<file path="src/rtl/snake_pkg.sv">
// Shared constants, direction encoding and helpers for the snake motion datapath.
package snake_pkg;

   localparam int COORD_WIDTH    = 11;
   localparam int MAX_LENGTH     = 63;
   localparam int LENGTH_WIDTH   = 6;
   localparam int DISPLAY_WIDTH  = 136;
   localparam int DISPLAY_HEIGHT = 76;

   typedef enum logic [1:0] {
      DIR_UP    = 2'd0,
      DIR_DOWN  = 2'd1,
      DIR_LEFT  = 2'd2,
      DIR_RIGHT = 2'd3
   } dir_t;

   typedef enum logic {
      ST_IDLE = 1'b0,
      ST_RUN  = 1'b1
   } tick_state_t;

   // Opposite directions share the axis bit and differ only in the sign bit.
   function automatic logic is_reverse(input dir_t a, input dir_t b);
      return (a[1] == b[1]) && (a[0] != b[0]);
   endfunction

endpackage

</file>
<file path="src/rtl/snake_motion_engine_if.sv">
// Control inputs and position outputs exchanged between the motion engine and collision logic.
interface snake_motion_engine_if #(
   parameter int COORD_WIDTH  = 11,
   parameter int MAX_LENGTH   = 63,
   parameter int LENGTH_WIDTH = 6
);

   logic                                enable;
   snake_pkg::dir_t                     dir_in;
   logic                                grow;
   logic                                respawn;
   logic [COORD_WIDTH-1:0]              respawn_x;
   logic [COORD_WIDTH-1:0]              respawn_y;
   logic [LENGTH_WIDTH-1:0]             respawn_length;

   logic [COORD_WIDTH-1:0]              head_x;
   logic [COORD_WIDTH-1:0]              head_y;
   logic [COORD_WIDTH*(MAX_LENGTH+1)-1:0] body_x_flat;
   logic [COORD_WIDTH*(MAX_LENGTH+1)-1:0] body_y_flat;
   logic [LENGTH_WIDTH-1:0]             snake_length;
   snake_pkg::dir_t                     dir;
   logic                                move_tick;

   modport master (
      output enable, dir_in, grow, respawn, respawn_x, respawn_y, respawn_length,
      input  head_x, head_y, body_x_flat, body_y_flat, snake_length, dir, move_tick
   );

   modport slave (
      input  enable, dir_in, grow, respawn, respawn_x, respawn_y, respawn_length,
      output head_x, head_y, body_x_flat, body_y_flat, snake_length, dir, move_tick
   );

endinterface

</file>
<file path="src/rtl/snake_motion_engine_move_tick_gen.sv">
// Move-rate divider: counts 0..TICK_DIV-1 while running and flags the terminal count.
module move_tick_gen
   import snake_pkg::*;
#(
   parameter int TICK_DIV = 2500000
) (
   input  logic clk,
   input  logic reset,
   input  logic enable,
   input  logic clear,
   output logic tc
);

   localparam int CNT_W = $clog2(TICK_DIV);

   tick_state_t      state_reg, state_next;
   logic [CNT_W-1:0] count_reg;
   logic             count_en;
   logic             terminal;

   always_comb begin
      state_next = state_reg;
      count_en   = 1'b0;
      case (state_reg)
         ST_IDLE: begin
            if (enable) begin
               state_next = ST_RUN;
               count_en   = 1'b1;
            end
         end
         ST_RUN: begin
            if (!enable) begin
               state_next = ST_IDLE;
            end else begin
               count_en = 1'b1;
            end
         end
         default: state_next = ST_IDLE;
      endcase
   end

   assign terminal = (count_reg == CNT_W'(TICK_DIV - 1));
   assign tc       = count_en & terminal & ~clear;

   // Pausing only stops the count; the value is kept so the move cadence resumes in place.
   always_ff @(posedge clk or posedge reset) begin
      if (reset) begin
         state_reg <= ST_IDLE;
         count_reg <= '0;
      end else begin
         state_reg <= state_next;
         if (clear) begin
            count_reg <= '0;
         end else if (count_en) begin
            count_reg <= terminal ? '0 : count_reg + 1'b1;
         end
      end
   end

endmodule

</file>
<file path="src/rtl/snake_motion_engine.sv">
// Snake position state: body shift register, head stepping, growth and respawn load.
module snake_motion_engine #(
   parameter int COORD_WIDTH  = snake_pkg::COORD_WIDTH,
   parameter int MAX_LENGTH   = snake_pkg::MAX_LENGTH,
   parameter int LENGTH_WIDTH = snake_pkg::LENGTH_WIDTH,
   parameter int TICK_DIV     = 2500000,
   parameter int START_X      = 68,
   parameter int START_Y      = 38,
   parameter int START_LENGTH = 3
) (
   input  logic                  clk,
   input  logic                  reset,
   snake_motion_engine_if.slave  bus
);

   import snake_pkg::*;

   localparam int CW = COORD_WIDTH;

   logic [CW-1:0]           body_x_reg [0:MAX_LENGTH];
   logic [CW-1:0]           body_y_reg [0:MAX_LENGTH];
   logic [LENGTH_WIDTH-1:0] length_reg;
   dir_t                    dir_reg, dir_req_reg, dir_ref;
   logic                    grow_pend_reg, move_tick_reg;
   logic                    tc, move_now, grow_now;
   logic [CW-1:0]           head_x_next, head_y_next;
   logic [LENGTH_WIDTH-1:0] respawn_len_clamped;

   move_tick_gen #(
      .TICK_DIV (TICK_DIV)
   ) u_move_tick_gen (
      .clk    (clk),
      .reset  (reset),
      .enable (bus.enable),
      .clear  (bus.respawn),
      .tc     (tc)
   );

   assign move_now = tc & ~bus.respawn;
   assign grow_now = grow_pend_reg | bus.grow;
   // On a move edge the executed direction becomes dir_req, so turns are judged against it.
   assign dir_ref  = move_now ? dir_req_reg : dir_reg;

   always_comb begin
      head_x_next = body_x_reg[0];
      head_y_next = body_y_reg[0];
      case (dir_req_reg)
         DIR_UP:    head_y_next = body_y_reg[0] - 1'b1;
         DIR_DOWN:  head_y_next = body_y_reg[0] + 1'b1;
         DIR_LEFT:  head_x_next = body_x_reg[0] - 1'b1;
         DIR_RIGHT: head_x_next = body_x_reg[0] + 1'b1;
         default: ;
      endcase
   end

   always_comb begin
      respawn_len_clamped = bus.respawn_length;
      if (bus.respawn_length == '0) begin
         respawn_len_clamped = LENGTH_WIDTH'(1);
      end else if (bus.respawn_length > LENGTH_WIDTH'(MAX_LENGTH)) begin
         respawn_len_clamped = LENGTH_WIDTH'(MAX_LENGTH);
      end
   end

   always_ff @(posedge clk or posedge reset) begin
      if (reset) begin
         length_reg    <= LENGTH_WIDTH'(START_LENGTH);
         dir_reg       <= DIR_RIGHT;
         dir_req_reg   <= DIR_RIGHT;
         grow_pend_reg <= 1'b0;
         move_tick_reg <= 1'b0;
      end else begin
         move_tick_reg <= move_now;
         if (bus.respawn) begin
            length_reg    <= respawn_len_clamped;
            dir_reg       <= DIR_RIGHT;
            dir_req_reg   <= DIR_RIGHT;
            grow_pend_reg <= 1'b0;
         end else begin
            if (move_now) begin
               dir_reg       <= dir_req_reg;
               grow_pend_reg <= 1'b0;
               if (grow_now && (length_reg < LENGTH_WIDTH'(MAX_LENGTH))) begin
                  length_reg <= length_reg + 1'b1;
               end
            end else if (bus.grow) begin
               grow_pend_reg <= 1'b1;
            end
            if (!is_reverse(bus.dir_in, dir_ref)) begin
               dir_req_reg <= bus.dir_in;
            end
         end
      end
   end

   for (genvar gi = 0; gi <= MAX_LENGTH; gi++) begin : g_slot
      localparam logic [CW-1:0] RST_X = (gi < START_LENGTH) ? CW'(START_X - gi) : '0;
      localparam logic [CW-1:0] RST_Y = (gi < START_LENGTH) ? CW'(START_Y) : '0;

      if (gi == 0) begin : g_head
         always_ff @(posedge clk or posedge reset) begin
            if (reset) begin
               body_x_reg[gi] <= RST_X;
               body_y_reg[gi] <= RST_Y;
            end else if (bus.respawn) begin
               body_x_reg[gi] <= bus.respawn_x;
               body_y_reg[gi] <= bus.respawn_y;
            end else if (move_now) begin
               body_x_reg[gi] <= head_x_next;
               body_y_reg[gi] <= head_y_next;
            end
         end
      end else begin : g_tail
         always_ff @(posedge clk or posedge reset) begin
            if (reset) begin
               body_x_reg[gi] <= RST_X;
               body_y_reg[gi] <= RST_Y;
            end else if (bus.respawn) begin
               body_x_reg[gi] <= '0;
               body_y_reg[gi] <= '0;
            end else if (move_now) begin
               body_x_reg[gi] <= body_x_reg[gi-1];
               body_y_reg[gi] <= body_y_reg[gi-1];
            end
         end
      end

      assign bus.body_x_flat[CW*gi +: CW] = body_x_reg[gi];
      assign bus.body_y_flat[CW*gi +: CW] = body_y_reg[gi];
   end

   assign bus.head_x       = body_x_reg[0];
   assign bus.head_y       = body_y_reg[0];
   assign bus.snake_length = length_reg;
   assign bus.dir          = dir_reg;
   assign bus.move_tick    = move_tick_reg;

endmodule

</file>
<file path="src/flat_wrapper.sv">
// flat-port wrapper written by rule: the top's interface ports become plain ports
module snake_motion_engine_flat import snake_pkg::*;
#(
   parameter int COORD_WIDTH  = snake_pkg::COORD_WIDTH,
   parameter int MAX_LENGTH   = snake_pkg::MAX_LENGTH,
   parameter int LENGTH_WIDTH = snake_pkg::LENGTH_WIDTH,
   parameter int TICK_DIV     = 2500000,
   parameter int START_X      = 68,
   parameter int START_Y      = 38,
   parameter int START_LENGTH = 3
)
  (clk, reset, bus_enable, bus_dir_in, bus_grow, bus_respawn, bus_respawn_x, bus_respawn_y, bus_respawn_length, bus_head_x, bus_head_y, bus_body_x_flat, bus_body_y_flat, bus_snake_length, bus_dir, bus_move_tick);
  snake_motion_engine_if #(.COORD_WIDTH(COORD_WIDTH), .MAX_LENGTH(MAX_LENGTH), .LENGTH_WIDTH(LENGTH_WIDTH)) bus_i ();
  input  logic clk;
  input  logic reset;
  input wire logic [$bits(bus_i.enable)-1:0] bus_enable;
  input wire logic [$bits(bus_i.dir_in)-1:0] bus_dir_in;
  input wire logic [$bits(bus_i.grow)-1:0] bus_grow;
  input wire logic [$bits(bus_i.respawn)-1:0] bus_respawn;
  input wire logic [$bits(bus_i.respawn_x)-1:0] bus_respawn_x;
  input wire logic [$bits(bus_i.respawn_y)-1:0] bus_respawn_y;
  input wire logic [$bits(bus_i.respawn_length)-1:0] bus_respawn_length;
  output wire logic [$bits(bus_i.head_x)-1:0] bus_head_x;
  output wire logic [$bits(bus_i.head_y)-1:0] bus_head_y;
  output wire logic [$bits(bus_i.body_x_flat)-1:0] bus_body_x_flat;
  output wire logic [$bits(bus_i.body_y_flat)-1:0] bus_body_y_flat;
  output wire logic [$bits(bus_i.snake_length)-1:0] bus_snake_length;
  output wire logic [$bits(bus_i.dir)-1:0] bus_dir;
  output wire logic [$bits(bus_i.move_tick)-1:0] bus_move_tick;
  assign bus_i.enable = bus_enable;
  assign bus_i.dir_in = bus_dir_in;
  assign bus_i.grow = bus_grow;
  assign bus_i.respawn = bus_respawn;
  assign bus_i.respawn_x = bus_respawn_x;
  assign bus_i.respawn_y = bus_respawn_y;
  assign bus_i.respawn_length = bus_respawn_length;
  assign bus_head_x = bus_i.head_x;
  assign bus_head_y = bus_i.head_y;
  assign bus_body_x_flat = bus_i.body_x_flat;
  assign bus_body_y_flat = bus_i.body_y_flat;
  assign bus_snake_length = bus_i.snake_length;
  assign bus_dir = bus_i.dir;
  assign bus_move_tick = bus_i.move_tick;
  snake_motion_engine #(.COORD_WIDTH(COORD_WIDTH), .MAX_LENGTH(MAX_LENGTH), .LENGTH_WIDTH(LENGTH_WIDTH), .TICK_DIV(TICK_DIV), .START_X(START_X), .START_Y(START_Y), .START_LENGTH(START_LENGTH)) u_core (.clk(clk), .reset(reset), .bus(bus_i));
endmodule
</file>
<file path="config.mk">
export PLATFORM = sky130hd
export DESIGN_NAME = snake_motion_engine_flat
export DESIGN_NICKNAME = d
export VERILOG_FILES = /design/src/rtl/snake_pkg.sv /design/src/rtl/snake_motion_engine_if.sv /design/src/rtl/snake_motion_engine_move_tick_gen.sv /design/src/rtl/snake_motion_engine.sv /design/src/flat_wrapper.sv
export SDC_FILE = /design/constraint.sdc
export NUM_CORES = 2
export LEC_CHECK = 0
export ABC_AREA = 1
export ABC_CLOCK_PERIOD_IN_PS = 62200
export BUFFER_PORTS_ARGS = -buffer_cell sky130_fd_sc_hd__buf_2
export CORE_AREA = 2 2 582 584
export CTS_CLUSTER_SIZE = 40
export DETAILED_ROUTE_END_ITERATION = 8
export DIE_AREA = 0 0 584 586
export GPL_TIMING_DRIVEN = 0
export SYNTH_ARGS = -nofsm -noshare
export SYNTH_HDL_FRONTEND = slang
export SYNTH_HIERARCHICAL = 1
export SYNTH_SLANG_ARGS = --single-unit
export TNS_END_PERCENT = 50
</file>
<file path="constraint.sdc">
create_clock -name clk -period 62.2 [get_ports clk]
set_clock_uncertainty 0.2 [all_clocks]
set_input_delay 12.44 -clock clk [delete_from_list [all_inputs] [get_ports clk]]
set_output_delay 12.44 -clock clk [all_outputs]
set_load 0.02 [all_outputs]
</file>
==> impl_metrics.sql <==
INSERT INTO impl_metrics (metric_group, metric, value, unit) VALUES
('yosys', 'synth.distinct_cells', '41', ''),
('place', 'dp_hpwl', '255000', 'µm'),
('floorplanning', 'initial_core_util', '16.2', '%'),
('worst_setup_path', 'worst_setup_path_start_kind', 'primary input', ''),
('global_route', 'grt_pass1_wl', '417000', 'µm'),
('worst_setup_path', 'worst-path-max-fanout', '127', ''),
('timing', 'finalSetupTns', '0', 'ns'),
('worst_setup_path', 'critical_path.top_delay_family', 'buffers and inverters', ''),
('pwr', 'cellPowerDensity', '28.4', 'nW/µm²'),
('worst_setup_path', 'end_kind', 'async pin', ''),
('worst_setup_path', 'critPathKind', 'in -> async', ''),
('timing', 'setup-violations-final', '0', ''),
('timing', 'finalHoldViolations', '0', ''),
('timing', 'holdWs', '0.294', 'ns'),
('finish', 'final_design_area_no_fill', '73500', 'µm²'),
('worst_setup_path', 'critPathArrivalTime', '16.08', 'ns'),
('worst_setup_path', 'critical_path_buf_inv_count', '7', ''),
('floorplanning', 'floorplan.die.height', '586', 'µm'),
('clocking', 'clk-insertion-delay-late', '0.88', 'ns'),
('floorplanning', 'fp.dieArea', '342000', 'µm²'),
('yosys', 'yosys_warnings', '6', ''),
('finish', 'seq_area', '36100', 'µm²'),
('worst_setup_path', 'cp_cell_sequence', 'buf_2, inv_8, buf_16, buf_16, buf_16, buf_16, buf_16', ''),
('timing', 'worst-slew-pin-transition', '1.14', 'ns'),
('finish', 'n_fill_cell', '36675', ''),
('flow_run', 'timing.max_cap.violations', '0', ''),
('worst_setup_path', 'cp.required', '62.90', 'ns'),
('place', 'final_wtd_congestion', '0.964', ''),
('clocking', 'cts_resized', '0', ''),
('route', 'detail_route.iter0.violations', '4087', ''),
('yosys', 'syn-instance-count', '5124', ''),
('worst_setup_path', 'r2r_slack', '57.84', 'ns'),
('route', 'drtPass1Iterations', '6', ''),
('floorplanning', 'core_area', '336000', 'µm²'),
('route', 'via_count', '47322', ''),
('pwr', 'leak', '35.4', 'nW'),
('place', 'io_buffers', '1473', ''),
('finish', 'multi_input_comb_area', '11200', 'µm²'),
('clocking', 'cts.sink_count', '1442', ''),
('timing', 'finalWorstPathRequiredPeriod', '15.37', 'ns'),
('finish', 'synthToLayoutAreaGrowth', '34.9', '%'),
('min_path', 'min_delay_path_depth', '2', ''),
('route', 'vias_per_cell', '4.17', ''),
('finish', 'nNetsFinal', '6837', ''),
('timing', 'max_freq', '65.1', 'MHz'),
('clocking', 'clock_edge_transition_at_the_registers_on_the_reported_setup_and_hold_paths', '0.06', 'ns'),
('floorplanning', 'cell_row_count', '213', ''),
('timing', 'timing.final.max_slew_violations', '0', ''),
('yosys', 'synth_fp_nets', '5181', ''),
('worst_setup_path', 'rr_endpoint', 'u_core/bus.body_x_flat[458]', ''),
('worst_setup_path', 'critical-path-max-stage-delay', '0.56', 'ns'),
('timing', 'grt_setup_unrepaired', 'no', ''),
('min_path', 'holdPathEnd', 'u_core/bus.body_x_flat[621]', ''),
('finish', 'drive_above_1_share', '30.6', '%'),
('worst_setup_path', 'cp_slowest_cell', 'sky130_fd_sc_hd__buf_16', ''),
('outcome', 'run_status', 'completed', ''),
('place', 'post_dp_cell_area', '67700', 'µm²'),
('pwr', 'total_power', '2.09', 'mW'),
('yosys', 'synth_area', '54500', 'µm²'),
('yosys', 'mean_instance_size_in_the_synthesized_netlist', '10.6', 'µm²'),
('clocking', 'cts.repair_timing.setup_buffer_count', '0', ''),
('yosys', 'part_of_the_yosys_area_used_for_sequential_elements', '66.3', '%'),
('timing', 'slew_headroom', '24.1', '%'),
('yosys', 'ys_ff_latch', '1442', ''),
('clocking', 'clk_root_buffer_cell', 'sky130_fd_sc_hd__clkbuf_16', ''),
('global_route', 'grt_max_degree', '128', ''),
('min_path', 'min_path_type', 'reg -> reg', ''),
('global_route', 'globalRoute.totalOverflow', '0', ''),
('global_route', 'vias_in_the_first_global_route', '46714', ''),
('route', 'post-route-drc-count', '0', ''),
('route', 'wirelength_routed', '320000', 'µm');
cells in the mapped netlist:
library cell	number	area, µm²
sky130_fd_sc_hd__inv_1	1434	5380
sky130_fd_sc_hd__dfrtp_1	1420	35500
sky130_fd_sc_hd__o22ai_1	1354	8470
sky130_fd_sc_hd__buf_2	278	1390
sky130_fd_sc_hd__nand2_1	240	901
sky130_fd_sc_hd__nand3_1	73	365
sky130_fd_sc_hd__nor2_1	70	263
sky130_fd_sc_hd__o21ai_0	51	255
sky130_fd_sc_hd__clkbuf_1	29	109
sky130_fd_sc_hd__buf_4	23	173
sky130_fd_sc_hd__dfstp_2	22	578
sky130_fd_sc_hd__ha_1	20	250
sky130_fd_sc_hd__nand4_1	15	93.8
sky130_fd_sc_hd__a21oi_1	14	70.1
sky130_fd_sc_hd__nor2_2	9	56.3
sky130_fd_sc_hd__xnor2_1	8	70.1
sky130_fd_sc_hd__buf_1	7	26.3
sky130_fd_sc_hd__o211ai_1	7	52.6
sky130_fd_sc_hd__xor2_1	7	61.3
sky130_fd_sc_hd__nand3b_1	5	37.5
sky130_fd_sc_hd__o21bai_1	5	37.5
sky130_fd_sc_hd__buf_6	4	45.0
sky130_fd_sc_hd__nand2_2	3	18.8
sky130_fd_sc_hd__nor2_4	3	33.8
sky130_fd_sc_hd__o311ai_0	3	26.3
sky130_fd_sc_hd__fa_1	2	40.0
sky130_fd_sc_hd__inv_2	2	7.51
sky130_fd_sc_hd__nor3_1	2	10.0
sky130_fd_sc_hd__o21ai_2	2	17.5
sky130_fd_sc_hd__a211oi_1	1	7.51
sky130_fd_sc_hd__a21o_1	1	7.51
sky130_fd_sc_hd__a22oi_1	1	7.51
sky130_fd_sc_hd__clkinv_2	1	5.00
sky130_fd_sc_hd__inv_6	1	8.76
sky130_fd_sc_hd__nand2_4	1	11.3
sky130_fd_sc_hd__nor2b_1	1	6.26
sky130_fd_sc_hd__nor3_2	1	10.0
sky130_fd_sc_hd__o21ai_1	1	5.00
sky130_fd_sc_hd__o221ai_1	1	8.76
sky130_fd_sc_hd__or2_2	1	6.26
sky130_fd_sc_hd__xor2_2	1	16.3
worst reg2reg max path, cell delays in order, from the launching register on:
cell and delay, ns:
sky130_fd_sc_hd__dfrtp_1 0.38, sky130_fd_sc_hd__ha_1 0.18, sky130_fd_sc_hd__nand2_1 0.11, sky130_fd_sc_hd__nor2_2 0.19, sky130_fd_sc_hd__nand4_1 0.15, sky130_fd_sc_hd__nor2_1 0.34
sky130_fd_sc_hd__inv_2 0.22, sky130_fd_sc_hd__nand2_2 0.37, sky130_fd_sc_hd__buf_2 0.77, sky130_fd_sc_hd__buf_2 0.45, sky130_fd_sc_hd__buf_2 0.59, sky130_fd_sc_hd__o22ai_1 0.18
cells by family after synthesis:
| family | synth area share (%) |
|---|---|
| DFF | 66.3 |
| adders and majority gates | 0.533 |
| AOI/OAI and AO/OA | 16.5 |
| and+or+nand+nor | 3.33 |
| xor gates and xnor gates | 0.271 |
| buffers and inverters | 13.1 |
layout by cell type (no fill, tap or decap), types with 8 or more instances in the layout:
master	n
sky130_fd_sc_hd__a21oi_1	14
sky130_fd_sc_hd__buf_16	12
sky130_fd_sc_hd__buf_2	1751
sky130_fd_sc_hd__buf_4	23
sky130_fd_sc_hd__bufinv_16	13
sky130_fd_sc_hd__clkbuf_1	54
sky130_fd_sc_hd__clkbuf_16	169
sky130_fd_sc_hd__clkbuf_8	38
sky130_fd_sc_hd__clkinv_2	21
sky130_fd_sc_hd__dfrtp_1	1420
sky130_fd_sc_hd__dfstp_2	22
sky130_fd_sc_hd__diode_2	23
sky130_fd_sc_hd__ha_1	20
sky130_fd_sc_hd__inv_1	1433
sky130_fd_sc_hd__inv_6	8
sky130_fd_sc_hd__nand2_1	240
sky130_fd_sc_hd__nand3_1	73
sky130_fd_sc_hd__nand4_1	15
sky130_fd_sc_hd__nor2_1	70
sky130_fd_sc_hd__nor2_2	9
sky130_fd_sc_hd__o21ai_0	51
sky130_fd_sc_hd__o22ai_1	1354
sky130_fd_sc_hd__xnor2_1	8
how the worst max path moves through the flow:
stage,to,from,slack (ns),cells after the start
after global placement,u_core/bus.body_y_flat[264],reset,-8.16,2
final,u_core/bus.body_y_flat[254],reset,46.83,7
after CTS,u_core/bus.body_x_flat[458],bus_respawn,46.90,10
after detailed placement,u_core/bus.body_y_flat[453],bus_respawn,45.99,10
after global routing,u_core/bus.body_y_flat[253],reset,46.52,7
after floorplan,u_core/bus.body_x_flat[100],reset,9.55,1
metal layers:
layer	share of wire, %	GRT usage [%]	routed length (µm)	vias to the layer above
li1	-	-	-	20356
met1	35	19.3	111000	23949
met2	47	29.4	150000	2458
met3	11	6.31	34200	559
met4	7.8	12.1	25000	0
met5	0	0	0	-
power by group:
group / leakage [nW] / internal (mW) / switching, mW
sequential: 20.0 / 0.941 / 0.00519
combinational: 12.5 / 0.0238 / 0.0733
clock: 2.83 / 0.606 / 0.437
through the flow:
stage               instances  worst slack [ns]  utilization (%)
finish                  11340             46.83             21.9
detailed placement      11016             45.99             20.2
floorplan                5124              9.55                -
global route            11318             46.52             21.9
CTS                     11317             46.90             21.9
global placement        11004             -8.16             20.1
area by class of cell:
type                            instances  area share (%)
Inverter                             1438            7.36
Timing Repair Buffer                 1485            10.5
Buffer                                341            2.38
Clock buffer                          237            6.62
Tap cell                             4407            7.50
Sequential cell                      1442            49.1
Antenna cell                           23          0.0783
Clock inverter                         64            1.20
Multi-Input combinational cell       1903            15.3
(Power assumes the default switching activity.)
